===== src/rtl/fir_tap_loader.sv =====
// Transmit end of the FIR tap-load daisy chain: turns host taps into counted beats for PE 0.
// Optional zero fill of unused PEs is enabled by defining FIR_TAP_LOADER_ZERO_FILL_EN.
module fir_tap_loader #(
  parameter int unsigned NUM_PE = 16,
  parameter int unsigned DATA_W = 32,
  parameter int unsigned CNT_W  = $clog2(NUM_PE)
) (
  input  logic              clk,
  input  logic              rst_n,
  input  logic              start,
  input  logic [CNT_W:0]    num_taps,
  input  logic              flush,
  input  logic              s_valid,
  input  logic [DATA_W-1:0] s_data,
  output logic              s_ready,
  output logic              tap_out_valid,
  output logic [CNT_W-1:0]  tap_out_count,
  output logic [DATA_W-1:0] tap_out_data,
  output logic              busy,
  output logic              done,
  output logic              error
);

  typedef enum logic [1:0] {StIdle, StLoad, StDrain} state_e;

  localparam logic [CNT_W:0] NumPe = (CNT_W + 1)'(NUM_PE);
  localparam logic [CNT_W:0] One   = (CNT_W + 1)'(1);

  state_e              state_q, state_d;
  logic [CNT_W:0]      idx_q, idx_d;
  logic [CNT_W:0]      target_q, target_d;
  logic [CNT_W:0]      drain_q, drain_d;
  logic                valid_q, valid_d;
  logic [CNT_W-1:0]    count_q, count_d;
  logic [DATA_W-1:0]   data_q, data_d;
  logic                done_q, done_d;
  logic                error_q, error_d;
  logic [CNT_W:0]      idx_inc;
  logic                issue;
  logic                last;

  assign idx_inc = idx_q + One;
  assign s_ready = (state_q == StLoad) && (idx_q < target_q);

  always_comb begin
    state_d  = state_q;
    idx_d    = idx_q;
    target_d = target_q;
    drain_d  = drain_q;
    valid_d  = 1'b0;
    count_d  = '0;
    data_d   = '0;
    done_d   = 1'b0;
    error_d  = 1'b0;
    issue    = 1'b0;
    last     = 1'b0;
    if (flush) begin
      state_d = StIdle;
      idx_d   = '0;
      drain_d = '0;
    end else begin
      unique case (state_q)
        StIdle: begin
          if (start) begin
            if ((num_taps != '0) && (num_taps <= NumPe)) begin
              target_d = num_taps;
              idx_d    = '0;
              state_d  = StLoad;
            end else begin
              error_d = 1'b1;
            end
          end
        end
        StLoad: begin
          if (s_valid && s_ready) begin
            issue  = 1'b1;
            data_d = s_data;
`ifdef FIR_TAP_LOADER_ZERO_FILL_EN
            last   = (idx_q == NumPe - One);
`else
            last   = (idx_inc == target_q);
`endif
          end
`ifdef FIR_TAP_LOADER_ZERO_FILL_EN
          // Host taps exhausted: pad the remaining PEs with zero taps.
          else if (idx_q >= target_q) begin
            issue = 1'b1;
            last  = (idx_q == NumPe - One);
          end
`endif
          if (issue) begin
            valid_d = 1'b1;
            count_d = idx_q[CNT_W-1:0];
            idx_d   = idx_inc;
          end
          // Drain length is highest issued count + 1, which covers the farthest hop.
          if (issue && last) begin
            state_d = StDrain;
            drain_d = idx_inc;
          end
        end
        StDrain: begin
          if (drain_q == '0) begin
            done_d  = 1'b1;
            state_d = StIdle;
          end else begin
            drain_d = drain_q - One;
          end
        end
        default: state_d = StIdle;
      endcase
    end
  end

  always_ff @(posedge clk or negedge rst_n) begin
    if (!rst_n) begin
      state_q  <= StIdle;
      idx_q    <= '0;
      target_q <= '0;
      drain_q  <= '0;
      valid_q  <= 1'b0;
      count_q  <= '0;
      data_q   <= '0;
      done_q   <= 1'b0;
      error_q  <= 1'b0;
    end else begin
      state_q  <= state_d;
      idx_q    <= idx_d;
      target_q <= target_d;
      drain_q  <= drain_d;
      valid_q  <= valid_d;
      count_q  <= count_d;
      data_q   <= data_d;
      done_q   <= done_d;
      error_q  <= error_d;
    end
  end

  assign tap_out_valid = valid_q;
  assign tap_out_count = count_q;
  assign tap_out_data  = data_q;
  assign busy          = (state_q != StIdle);
  assign done          = done_q;
  assign error         = error_q;

endmodule


===== config.mk =====
export PLATFORM = sky130hd
export DESIGN_NAME = fir_tap_loader
export DESIGN_NICKNAME = d
export VERILOG_FILES = /design/src/rtl/fir_tap_loader.sv
export SDC_FILE = /design/constraint.sdc
export NUM_CORES = 1
export LEC_CHECK = 0
export CAP_MARGIN = 40
export CORE_ASPECT_RATIO = 0.6
export CORE_UTILIZATION = 48
export CTS_BUF_LIST = sky130_fd_sc_hd__clkbuf_16
export CTS_CLUSTER_DIAMETER = 100
export DETAILED_ROUTE_END_ITERATION = 7
export PLACE_DENSITY = 0.84
export SYNTH_ARGS = -nofsm -noshare
export SYNTH_HDL_FRONTEND = slang
export SYNTH_SLANG_ARGS = --single-unit

===== constraint.sdc =====
create_clock -name clk -period 3.34 [get_ports clk]
set_input_delay 0.668 -clock clk [delete_from_list [all_inputs] [get_ports clk]]
set_output_delay 0.668 -clock clk [all_outputs]
set_load 0.03 [all_outputs]

==> summary.md <==
| Metric | Value |
|---|---|
| Outcome | finished, final reports clean |
| GR Layer Usage met2 | 31.7% |
| Via density | 5.07 |
| Peak supply drop | 0.000309 V |
| Top Usage Layer GRT | met2 |
| Root buffer cell | clkbuf_16 |
| CP Data Required Time | 2.67 ns |
| Worst r2r src | idx_q[1] |
| Diode count | 0 |
| Critical Path, Cell by Cell | ha_1 -> nor2b_1 -> o2111a_1 -> nor4b_1 -> clkdlybuf4s50_1 |
| Register area share after synthesis | 58.1% |
| RSZ-0062 raised after global routing | false |
| Fin crit share | 93.2% |
| Largest net degree at the start of global routing | 42 |
| DRT iter0 DRCs | 103 |
| Worst path buffer plus inverter count | 1 |
| Total Nets Final | 333 |
| Crit path time final | 3.11 ns |
| # IOs | 83 |
| Slowest stage delay, CP | 0.72 ns |
| Die height | 56.9 um |
| Crit-path max FO | 6 |
| Worst clock skew | 0.00688 ns |
| Gr ovfl total | 0 |
| Mapped Cells | 197 |
| Share of layout cells above drive strength 1 | 8.80% |
| Wire length per cell | 15.1 um |
| Final Slew Violations | 0 |
| CP Launch Type | flip-flop |
| Syn. warnings | 0 |
| Distinct cells, synth | 41 |
| Slew HR | 53.1% |
| Hold WC Path Type | primary input to asynchronous set/reset pin |
| Cell Pwr Density | 439 nW/um^2 |
| FF-to-FF setup slack | 0.91 ns |
| Crit path max-delay family | buffers and inverters |
| Met1 Usage GRT | 31.6% |
| Setup TNS | 0 ns |
| CTS tree | yes |
| Vias in the first global route | 1694 |
| Arrival time worst endpoint | 2.44 ns |
| Crit path kind | flip-flop to output port |
| Final ANT Viol Nets | 0 |
| Initial antenna violation count | 0 |
| Post_cts resized | 0 |
| Global-route wire length before repair | 8530 um |
| Worst-path clk slew | 0.07 ns |
| Syn avg cell area | 12.2 um^2 |
| FF-to-FF path depth | 6 |
| Ys async rst share | 100% |
| Initial DRT Pass Iterations | 4 |
| Inserted Clock Buffers | 5 |
| Ys flop type | dfrtp_1 |
| Final WL | 5240 um |
| CTS Hold Bufs | 0 |
| # DRC | 0 |
| Slowest stage cell, crit path | clkdlybuf4s50_1 |
| Clock buffer depth | 2 |
| Number of port buffers | 82 |
| Max Clk Rate | 0.321 GHz |
| Core Util, Final | 73.8% |
| Postcts setup bufs | 0 |
| Endpoints failing setup | 0 |
| Leakage power | 1.59 nW |
| Syn_nets | 247 |
| Clock sink count | 56 |
| GR Layer Usage met3 | 6.50% |
| CP Capture Type | output port |
| Initial core utilization | 51.2% |
| Die area | 5320 um^2 |
| Clock latency on the worst-skew pair | 0.29 ns |
| Die width | 93.5 um |
| Reg2reg end | drain_q[3] |
| Synth Register Bits | 56 |
| Vias | 1761 |
| GRT Overall Usage | 21.5% |
| Area of the mapped netlist | 2410 um^2 |
| Core outline area | 4710 um^2 |
| Max-cap violation count | 0 |
| Row count | 19 |
| Post-synth EDFFs | 0 |
| Detailed placement HPWL | 3870 um |
| Placer Congestion | 0.925 |
| Least-Margin Pin Slew | 0.704 ns |
| Final hold violations | 0 |
| H-tree Lvls | 2 |
| Layout Area Growth over Synthesis | 44.1% |
cell type report:
cell class	instances	area [um^2]
Clock buffer	5	125
Clock inverter	3	21.3
Fill cell	328	1230
Inverter	9	33.8
Multi-Input combinational cell	125	957
Sequential cell	56	1400
Tap cell	63	78.8
Timing Repair Buffer	86	858
where the power goes:
group	switching (mW)	leakage [nW]	internal, mW	total (mW)
clock	0.229	0.0702	0.279	0.508
sequential	0.0220	0.766	0.710	0.732
combinational	0.138	0.752	0.149	0.287
state kept, by name, summed over array words and instances, names as in the netlist:
| register | count |
|---|---|
| drain_q | 5 |
| target_q | 5 |
| idx_q | 5 |
| error | 1 |
| state_q | 2 |
| done | 1 |
| tap_out_data | 32 |
| tap_out_count | 4 |
| tap_out_valid | 1 |
worst max path at each step:
| stage | startpoint | end | slack [ns] | cells after the start |
|---|---|---|---|---|
| finish | idx_q[1] | s_ready | 0.23 | 5 |
| global route | target_q[1] | s_ready | 0.13 | 6 |
| CTS | idx_q[1] | s_ready | 0.22 | 5 |
| floorplan | idx_q[1] | s_ready | 0.54 | 4 |
| global placement | num_taps[1] | target_q[3] | 0.57 | 5 |
| detailed placement | idx_q[1] | s_ready | 0.53 | 5 |
cell families after synthesis:
family / share of synthesized area (%)
compound gates: 8.04
flops: 58.1
mux: 5.03
fa+ha+maj: 4.15
buf+inv: 2.49
simple gates: 17.6
xor+xnor: 4.56
cells in the final DEF (no fill, tap or decap), types with 2 or more instances in the layout:
master and n:
clkdlybuf4s50_1 81, dfrtp_1 56, and2_1 36, inv_1 9
nor2_1 8, ha_1 8, xnor2_1 6, mux2_2 6
o21ai_0 5, clkbuf_16 5, nand2b_1 4, nor3_1 4
xor2_1 4, nor2b_1 3, a21oi_1 3, a211oi_1 3
mux2_1 3, buf_4 3, nor4_1 2, nand3_1 2
a211o_1 2, mux2i_1 2, a31oi_1 2, nand2_1 2
stage by stage:
step / hold WS (ns) / area [um^2] / instances / worst slack, ns / total power, mW
after floorplan: 0.372 / 2410 / 197 / 0.538 / 0.901
after global placement: 0.491 / 3330 / 339 / 0.568 / 1.02
after detailed placement: 0.507 / 3330 / 339 / 0.534 / 1.03
after CTS: 0.457 / 3480 / 347 / 0.221 / 1.54
after global routing: 0.491 / 3480 / 347 / 0.131 / 1.60
final: 0.426 / 3480 / 347 / 0.229 / 1.53
synth_stat cells (4+ instances only):
master / instances / area [um^2]
and2_1: 36 / 225
clkbuf_1: 7 / 26.3
dfrtp_1: 56 / 1400
ha_1: 8 / 100
inv_1: 9 / 33.8
mux2_2: 6 / 67.6
nand2b_1: 4 / 25.0
nor2_1: 8 / 30.0
nor3_1: 4 / 20.0
o21ai_0: 5 / 25.0
xnor2_1: 6 / 52.6
xor2_1: 4 / 35.0
layer usage:
metal | wire length [um] | share of wire, % | vias to the layer above
li1 | - | - | 839
met1 | 2580 | 49 | 847
met2 | 2200 | 42 | 73
met3 | 433 | 8.3 | 2
met4 | 27 | 0.51 | 0
met5 | 0 | 0 | -
(Power assumes the default switching activity.)
